===== src/rtl/nv_nvdla_cdma_wg_pkg.sv =====
// Definitions shared by the Winograd command FIFO writer and reader.
// Covers the descriptor layout and the reader FSM states.
package nv_nvdla_cdma_wg_pkg;

  localparam int WG_LEN_W         = 4;
  localparam int WG_DESC_LAST_BIT = WG_LEN_W;
  localparam int WG_DESC_LEN_MSB  = WG_LEN_W - 1;
  localparam int WG_DESC_W        = WG_LEN_W + 1;

  // A descriptor holds the last-group flag above the beats-minus-one field
  typedef struct packed {
    logic                last_grp;
    logic [WG_LEN_W-1:0] len;
  } wg_desc_t;

  typedef enum logic {
    WG_IDLE = 1'b0,
    WG_RUN  = 1'b1
  } wg_state_e;

  function automatic wg_desc_t wg_desc_pack(input logic last_grp, input logic [WG_LEN_W-1:0] len);
    wg_desc_t d;
    d.last_grp = last_grp;
    d.len      = len;
    return d;
  endfunction

endpackage


===== src/rtl/nv_nvdla_cdma_wg_sat_cnt.sv =====
// Saturating up-counter with a synchronous clear that overrides the increment.
module nv_nvdla_cdma_wg_sat_cnt #(
  parameter int W = 16
) (
  input  logic         clk,
  input  logic         rst_n_i,
  input  logic         clr_i,
  input  logic         inc_i,
  output logic [W-1:0] cnt_o
);

  logic [W-1:0] cnt_q;
  logic [W-1:0] cnt_d;

  always_comb begin
    cnt_d = cnt_q;
    if (clr_i) begin
      cnt_d = '0;
    end else if (inc_i && (cnt_q != {W{1'b1}})) begin
      cnt_d = cnt_q + W'(1);
    end
  end

  always_ff @(posedge clk or negedge rst_n_i) begin
    if (!rst_n_i) begin
      cnt_q <= '0;
    end else begin
      cnt_q <= cnt_d;
    end
  end

  assign cnt_o = cnt_q;

endmodule


===== src/rtl/nv_nvdla_cdma_wg_fifo_drain.sv =====
// Pops Winograd group descriptors from the command FIFO and expands each into a
// burst of indexed beats; a one-entry lookahead slot keeps consecutive groups gapless.
module nv_nvdla_cdma_wg_fifo_drain
  import nv_nvdla_cdma_wg_pkg::*;
#(
  parameter int LEN_W  = WG_LEN_W,
  parameter int STAT_W = 16
) (
  input  logic              clk,
  input  logic              reset_,
  input  logic              in_req,
  output logic              in_ready,
  input  logic [LEN_W:0]    in_data,
  output logic              out_req,
  input  logic              out_ready,
  output logic [LEN_W-1:0]  out_idx,
  output logic              out_last_beat,
  output logic              out_last_grp,
  output logic              grp_done,
  output logic              busy,
  output logic [STAT_W-1:0] stat_grp_cnt,
  output logic [STAT_W-1:0] stat_beat_cnt,
  input  logic              stat_clr
);

  wg_state_e        state_q, state_d;
  logic [LEN_W-1:0] cur_len_q, cur_len_d;
  logic             cur_last_q, cur_last_d;
  logic [LEN_W-1:0] beat_idx_q, beat_idx_d;
  logic             nxt_vld_q, nxt_vld_d;
  logic [LEN_W-1:0] nxt_len_q, nxt_len_d;
  logic             nxt_last_q, nxt_last_d;
  logic             grp_done_q, grp_done_d;

  logic             cur_vld;
  logic             in_fire;
  logic             out_fire;
  logic             at_end;
  logic             cur_end;
  logic             desc_last;
  logic [LEN_W-1:0] desc_len;

  assign desc_last = in_data[LEN_W];
  assign desc_len  = in_data[LEN_W-1:0];

  assign cur_vld  = (state_q == WG_RUN);
  // in_ready depends on registered state only, so the FIFO sees no comb loop
  assign in_ready = ~nxt_vld_q;
  assign in_fire  = in_req & in_ready;
  assign out_fire = cur_vld & out_ready;
  assign at_end   = (beat_idx_q == cur_len_q);
  assign cur_end  = out_fire & at_end;

  always_comb begin
    state_d    = state_q;
    cur_len_d  = cur_len_q;
    cur_last_d = cur_last_q;
    beat_idx_d = beat_idx_q;
    nxt_vld_d  = nxt_vld_q;
    nxt_len_d  = nxt_len_q;
    nxt_last_d = nxt_last_q;
    grp_done_d = cur_end & cur_last_q;

    unique case (state_q)
      WG_IDLE: begin
        if (in_fire) begin
          cur_len_d  = desc_len;
          cur_last_d = desc_last;
          beat_idx_d = '0;
          state_d    = WG_RUN;
        end
      end
      WG_RUN: begin
        if (cur_end) begin
          beat_idx_d = '0;
          if (nxt_vld_q) begin
            cur_len_d  = nxt_len_q;
            cur_last_d = nxt_last_q;
            nxt_vld_d  = 1'b0;
          end else if (in_fire) begin
            cur_len_d  = desc_len;
            cur_last_d = desc_last;
          end else begin
            state_d = WG_IDLE;
          end
        end else begin
          if (out_fire) begin
            beat_idx_d = beat_idx_q + LEN_W'(1);
          end
          if (in_fire) begin
            nxt_len_d  = desc_len;
            nxt_last_d = desc_last;
            nxt_vld_d  = 1'b1;
          end
        end
      end
      default: state_d = WG_IDLE;
    endcase
  end

  always_ff @(posedge clk or negedge reset_) begin
    if (!reset_) begin
      state_q    <= WG_IDLE;
      cur_len_q  <= '0;
      cur_last_q <= 1'b0;
      beat_idx_q <= '0;
      nxt_vld_q  <= 1'b0;
      nxt_len_q  <= '0;
      nxt_last_q <= 1'b0;
      grp_done_q <= 1'b0;
    end else begin
      state_q    <= state_d;
      cur_len_q  <= cur_len_d;
      cur_last_q <= cur_last_d;
      beat_idx_q <= beat_idx_d;
      nxt_vld_q  <= nxt_vld_d;
      nxt_len_q  <= nxt_len_d;
      nxt_last_q <= nxt_last_d;
      grp_done_q <= grp_done_d;
    end
  end

  assign out_req       = cur_vld;
  assign out_idx       = beat_idx_q;
  assign out_last_beat = cur_vld & at_end;
  assign out_last_grp  = cur_vld & cur_last_q;
  assign grp_done      = grp_done_q;
  assign busy          = cur_vld | nxt_vld_q;

  nv_nvdla_cdma_wg_sat_cnt #(.W(STAT_W)) u_grp_cnt (
    .clk     (clk),
    .rst_n_i (reset_),
    .clr_i   (stat_clr),
    .inc_i   (in_fire),
    .cnt_o   (stat_grp_cnt)
  );

  nv_nvdla_cdma_wg_sat_cnt #(.W(STAT_W)) u_beat_cnt (
    .clk     (clk),
    .rst_n_i (reset_),
    .clr_i   (stat_clr),
    .inc_i   (out_fire),
    .cnt_o   (stat_beat_cnt)
  );

endmodule

===== config.mk =====
export PLATFORM = sky130hd
export DESIGN_NAME = nv_nvdla_cdma_wg_fifo_drain
export DESIGN_NICKNAME = d
export VERILOG_FILES = /design/src/rtl/nv_nvdla_cdma_wg_pkg.sv /design/src/rtl/nv_nvdla_cdma_wg_sat_cnt.sv /design/src/rtl/nv_nvdla_cdma_wg_fifo_drain.sv
export SDC_FILE = /design/constraint.sdc
export NUM_CORES = 1
export LEC_CHECK = 0
export BUFFER_PORTS_ARGS = -buffer_cell sky130_fd_sc_hd__buf_4
export CORE_AREA = 2 2 91 67
export CTS_CLUSTER_DIAMETER = 120
export CTS_CLUSTER_SIZE = 14
export DETAILED_ROUTE_END_ITERATION = 7
export DIE_AREA = 0 0 93 69
export PLACE_DENSITY = 0.68
export SLEW_MARGIN = 10
export SYNTH_ARGS = -nofsm -noshare
export SYNTH_HDL_FRONTEND = slang
export SYNTH_SLANG_ARGS = --single-unit

===== constraint.sdc =====
create_clock -name clk -period 2.9 [get_ports clk]
set_input_delay 0.725 -clock clk [delete_from_list [all_inputs] [get_ports clk]]
set_output_delay 0.725 -clock clk [all_outputs]
set_load 0.01 [all_outputs]

==> out/summary.txt, run 1 <==
Outcome: completed
Post-synthesis register bit count: 49
Die Wd: 93 um
Synth cell count leaders: dfrtp_1, a21oi_1, nand2_1
Drt via density: 6.01
TNS Setup: 0 ns
Count of final setup violators: 0
Total grt overflow: 0
Final Instance Count excl. Fillers: 410
CTS tree: yes
P_leak: 1.32 nW
Root Driver: clkbuf_8
WHS: 0.433 ns
Post-synthesis mux area share: 0.0419
# diodes: 0
Routed wire per std cell: 15.9 um
Critical path class: reg2out
Met2 GRT Util: 0.287
Slew margin rel.: 0.549
Register area share after synthesis: 0.456
Design area: 0.00323 mm^2
Max Slew Vio Count: 0
Clk Latency, worst-skew pair: 0.30 ns
Avg Inst Size Synth: 9.36 um^2
Number of global-route vias before repair: 2186
Ys flop type: dfrtp_1
Share of cells above drive strength 1: 0.230
Most used routing layer: met1
Share of the synthesized area in the top cell type: 0.456
# IOs: 52
# port buffers: 51
Int Power: 1.27 mW
Final nets: 347
DRT Pass-1 Iters: 5
Total Power: 1.93 mW
GRT met1 Usage: 0.336
Buffer count from post-CTS setup fixing: 0
Period utilization: 0.782
Die Y: 69 um
Setup crit start kind: flop
First-pass GRT wire length: 11000 um
Die ar.: 0.00642 mm^2
Critical Path RT: 2.17 ns
Largest net degree at the start of global routing: 50
Clock slew at reported path FFs: 0.09 ns
GR Util All Layers: 0.209
Hold Buf Count CTS: 0
RD Place Congestion: 0.805
Number of DRC markers in iteration 0: 185
Row Count: 23
Pwr/cell area: 598 mW/mm^2
CP Capture Type: primary output
Number of buffers created by CTS: 5
Worst EP arrival: 1.54 ns
Synth Area in Simple Gates: 0.263
Launch point of the worst path: out_req
Maximum vdd drop: 0.000359 V
Final Hold Fails: 0
Largest family of logic cells by synthesized area: simple AND/OR/NAND/NOR gates
DRC Markers: 0
Largest cells by area after synthesis: dfrtp_1, a21oi_1, mux2_2
Most common cell in the netlist: dfrtp_1
Slew @ Worst Pin: 0.677 ns
Flop pwr share: 0.474
Net Count, Synth: 300
Fraction of registers with async set/reset: 1.00
Syn Inst Count: 287
R2r worst-path depth: 5
Cell count after placement: 402
Area growth from synthesis to layout: 20.0%
PostCTS Resize Cnt: 0
EDFF count, synth: 0
Via count: 2464
Switching pwr: 0.658 mW
Logic pwr share: 0.306
Cell variety after synth: 40
Post-DP Area: 0.00313 mm^2
Area leader, netlist: dfrtp_1
Yosys warnings: 0
Cell Area, Synth: 0.00269 mm^2
Reg2Reg Setup Slack: 0.83 ns
Core area: 0.00553 mm^2
Final wirelength: 6500 um
RR Endpoint: u_beat_cnt.cnt_o[14]
Post-DP HPWL: 4460 um
Starting Density: 0.486
Met3 usage: 0.0361
Clk buf depth: 2
Synth Area in XOR/XNOR: 0.0130
Setup Skew: 0.00940 ns
Fmax achieved: 0.441 GHz
Worst r2r src: u_beat_cnt.cnt_o[0]
Switching share of power: 0.341
H-tree depth: 2
Final ANT Viol Nets: 0
Clock share of power: 0.220
Minimum clock period: 2.27 ns
CP Max Fanout: 15
Synth Area in Adders: 0.0140
Hold WC Path Type: in2async
Initial antenna violation count: 0
Compound-Gate Fraction of Synth Area: 0.183
CTS Sinks: 49
RSZ-0062 raised after global routing: no
Max Cap Viol: 0
-- cell usage in the layout, fill, tap and decap left out, types with 7 or more instances in the layout --
cell type | netlist | layout
a211oi_1 | 11 | 11
nand2_1 | 21 | 21
nand3_1 | 10 | 10
o31ai_1 | 9 | 9
nand4_1 | 14 | 14
inv_1 | 7 | 7
buf_4 | 0 | 53
nor2_1 | 17 | 17
nor2b_1 | 7 | 7
a21oi_1 | 29 | 29
dfrtp_1 | 49 | 49
o22ai_1 | 7 | 7
or3_1 | 8 | 8
mux2_2 | 10 | 10
or4_1 | 13 | 13
o21ai_0 | 12 | 12
-- metal layers --
layer / wire length, um / vias up
met5: 0 / -
met4: 13 / 0
met3: 364 / 2
met2: 2870 / 74
met1: 3250 / 1191
li1: - / 1197
-- cell type report --
cell class | count | area [um^2]
fillers | 516 | 2300
clock buffers | 6 | 82.6
flip-flops and latches | 49 | 1230
repair buffers | 53 | 398
well taps | 75 | 93.8
clock inverters | 2 | 13.8
inverters | 7 | 26.3
multi-input cells | 218 | 1390
-- power by group through the flow --
stage               clock network [mW]  logic, mW  registers [mW]
detailed placement                   0      0.587           0.924
global route                     0.471      0.663           0.930
CTS                              0.438      0.592           0.910
global placement                     0      0.584           0.925
finish                           0.424      0.590           0.915
floorplan                            0      0.399           0.908
-- registers in the layout, summed over array words and instances, names as in the netlist --
| signal | count |
|---|---|
| grp_done | 1 |
| nxt_len_q | 4 |
| nxt_vld_q | 1 |
| cur_len_q | 4 |
| u_beat_cnt.cnt_o | 16 |
| u_grp_cnt.cnt_o | 16 |
| cur_last_q | 1 |
| out_req | 1 |
| nxt_last_q | 1 |
| out_idx | 4 |
-- critical path: stages (launching register included) --
cell	delay, ns
dfrtp_1	0.62
inv_1	0.32
nor2_1	0.17
buf_4	0.13
-- how the worst max path moves through the flow --
| stage | endpoint | slack, ns | depth (start not counted) |
|---|---|---|---|
| 2_1_floorplan | nxt_last_q | 0.94 | 4 |
| 5_1_grt | out_last_beat | 0.50 | 3 |
| 4_1_cts | out_last_beat | 0.64 | 3 |
| 6_report | out_last_beat | 0.63 | 3 |
| 3_3_place_gp | u_beat_cnt.cnt_o[15] | 0.68 | 5 |
| 3_5_place_dp | u_beat_cnt.cnt_o[9] | 0.61 | 5 |
-- cells by family after synthesis --
logic type / Yosys count
AND/OR/NAND/NOR: 122
AO/OA/AOI/OAI: 79
flip-flops: 49
buffers and inverters: 20
multiplexers: 10
XOR/XNOR: 4
adder cells (fa/ha/maj): 3
-- per-stage QoR --
| stage | util | worst slack [ns] |
|---|---|---|
| final | 0.584 | 0.634 |
| after global routing | 0.584 | 0.500 |
| after CTS | 0.584 | 0.637 |
| after detailed placement | 0.566 | 0.614 |
| after global placement | 0.566 | 0.684 |
| after floorplan | - | 0.940 |
Note: power is estimated with default switching activity, not from simulation.
==> inputs of run 2 (changes only) <==
--- a/config.mk
+++ b/config.mk
@@ -11,7 +11,7 @@
 export CTS_CLUSTER_SIZE = 14
 export DETAILED_ROUTE_END_ITERATION = 7
 export DIE_AREA = 0 0 93 69
-export PLACE_DENSITY = 0.68
+export PLACE_DENSITY = 0.7
 export SLEW_MARGIN = 10
 export SYNTH_ARGS = -nofsm -noshare
 export SYNTH_HDL_FRONTEND = slang
==> constraint.sdc (replaced) <==
create_clock -name clk -period 2 [get_ports clk]
set_input_delay 0.5 -clock clk [delete_from_list [all_inputs] [get_ports clk]]
set_output_delay 0.5 -clock clk [all_outputs]
set_load 0.01 [all_outputs]
==> run 2 against run 1 <==
Cell area up 5.2%. Largest cell class unchanged. Non-clock buffer count grew 17. Global-route usage fell by 0.74 points.
==> out/summary.txt, run 2 (synthesis results as in run 1) <==
DRC Markers: 0 (unchanged)
Flop pwr share: 0.442 (-0.032)
CP max-delay cell: dfrtp_1
Clock slew at reported path FFs: 0.09 ns (about the same)
Maximum vdd drop: 0.000532 V (+48%)
Die ar.: 0.00642 mm^2 (unchanged)
Max Slew Vio Count: 0 (unchanged)
Critical path class: reg2out
Setup Skew: 0.00702 ns (-0.00239 ns)
Via count: 2582 (+4.8%)
Final WS setup: 0.0660 ns (-0.568 ns)
Worst EP arrival: 1.43 ns (-0.11 ns)
Max incr delay on CP: 0.44 ns (-0.18 ns)
Pwr/cell area: 897 mW/mm^2 (+50%)
Clk buf depth: 2 (unchanged)
Slew margin rel.: 0.578 (+0.0293)
GR Util All Layers: 0.202 (-0.00735)
Area growth from synthesis to layout: 26.3%
Minimum clock period: 1.93 ns
Fill cells: 504 (-2.3%)
Outcome: completed
Max Cap Viol: 0 (unchanged)
Switching share of power: 0.333 (-0.00810)
CTS tree: yes
Final Hold Fails: 0 (unchanged)
Setup crit start kind: flop
Int Power: 2.03 mW (+60%)
Fmax achieved: 0.517 GHz
Cell count after placement: 417 (+3.7%)
Hold Buf Count CTS: 0 (unchanged)
P_leak: 1.41 nW (+7.1%)
DRT Pass-1 Iters: 4 (-1)
CP Max Fanout: 4 (-11)
Post-DP HPWL: 4540 um (+1.8%)
Starting Density: 0.486 (unchanged)
Slew @ Worst Pin: 0.633 ns (-0.0440 ns)
Period utilization: 0.967
# IOs: 52 (unchanged)
Root Driver: clkbuf_8
Initial antenna violation count: 0 (unchanged)
Number of global-route vias before repair: 2238 (+2.4%)
Clk Latency, worst-skew pair: 0.31 ns (about the same)
H-tree depth: 2 (unchanged)
Count of final setup violators: 0 (unchanged)
Most frequent cells in the layout: buf_4, dfrtp_1, a21oi_1, nand2_1, nor2_1
Share of cells above drive strength 1: 0.288 (+0.0579)
Critical Path RT: 1.50 ns (-0.67 ns)
Commonest non-fill, non-tap cell in the layout: buf_4
Dpl ws: 0.0599 ns (-0.555 ns)
Die Y: 69 um (unchanged)
Logic pwr share: 0.327 (+0.021)
Core area: 0.00553 mm^2 (unchanged)
Largest net degree at the start of global routing: 50 (unchanged)
Routed wire per std cell: 15.6 um (-1.5%)
Hold WC Path Type: in2async
First-pass GRT wire length: 10600 um (-4.3%)
R2r worst-path depth: 4 (-1)
Die Wd: 93 um (unchanged)
Number of DRC markers in iteration 0: 170 (-8.1%)
Number of buffers created by CTS: 5 (unchanged)
CP Capture Type: primary output
Final wirelength: 6650 um (+2.4%)
Drt via density: 6.06 (+0.85%)
TNS Setup: 0 ns (unchanged)
Total grt overflow: 0 (unchanged)
Switching pwr: 1.01 mW (+54%)
CTS Sinks: 49 (unchanged)
Clock share of power: 0.230 (+0.010)
# port buffers: 51 (unchanged)
RD Place Congestion: 0.844 (+4.8%)
Final nets: 364 (+4.9%)
Final Instance Count excl. Fillers: 426 (+3.9%)
# diodes: 0 (unchanged)
Final ANT Viol Nets: 0 (unchanged)
Row Count: 23 (unchanged)
Crit-path cells: xnor2_2 > nand4_1 > nor2_1 > buf_4
run 2: cell types whose count changed in the layout (fill, tap and decap cells not counted), sizes merged:
cell / change
clkbuf: -1
bufinv: +1
clkinv: -1
buf: +17
run 2: what timing repair did:
action | CTS | global route
resized for setup | 0 | 8
endpoints found under the setup margin | 0 | 6
buffers inserted | 0 | 2
run 2: per-layer routing:
metal  global-route usage  share of wire  up-vias
li1                     -              -     1238
met1                0.302           0.49     1267
met2                0.293           0.44       68
met3               0.0470          0.059        9
met4               0.0572          0.010        0
met5                    0              0        -
run 2: path summary, 6_finish.rpt:
kind	start	end	slack, ns
worst max-delay path	cur_len_q[1]	out_last_beat	0.07
worst min-delay path	reset_	u_beat_cnt.cnt_o[15]	0.19
worst max register to register	out_req	u_beat_cnt.cnt_o[9]	0.08
worst min register to register	nxt_len_q[2]	nxt_len_q[2]	0.52
max in group asynchronous	reset_	u_grp_cnt.cnt_o[0]	1.33
min in group clk	in_data[0]	nxt_len_q[0]	0.43
run 2: area by class of cell:
class / count / area [um^2] / share of cell area
clock buffer: 5 / 68.8 / 0.0203
clock inverter: 2 / 35.0 / 0.0103
inverter: 7 / 26.3 / 0.00774
multi-input combinational: 218 / 1420 / 0.417
sequential: 49 / 1230 / 0.362
tap: 75 / 93.8 / 0.0276
timing repair buffer: 70 / 526 / 0.155
run 2: power groups by stage:
stage                     clock network [mW]  registers, mW  logic (mW)
after floorplan                            0           1.32       0.579
after global placement                     0           1.33       0.893
after detailed placement                   0           1.34       0.909
after CTS                              0.710           1.32       0.912
after global routing                   0.747           1.37        1.09
final                                  0.702           1.35       0.996
run 2: metrics by stage:
step	hold WS [ns]	util	instance area (um^2)	power, mW
after global routing	0.258	0.614	3390	3.20
after floorplan	0.204	-	2690	1.89
after CTS	0.232	0.606	3350	2.94
after detailed placement	0.497	0.587	3240	2.25
after global placement	0.490	0.587	3240	2.23
final	0.195	0.614	3390	3.04
run 2: critical path, delay by kind of cell, from the launching register on:
| kind | cells | cell delay (ns) |
|---|---|---|
| DFF | 1 | 0.44 |
| and+or+nand+nor | 2 | 0.32 |
| xor gates and xnor gates | 1 | 0.23 |
| buffers and inverters | 1 | 0.13 |
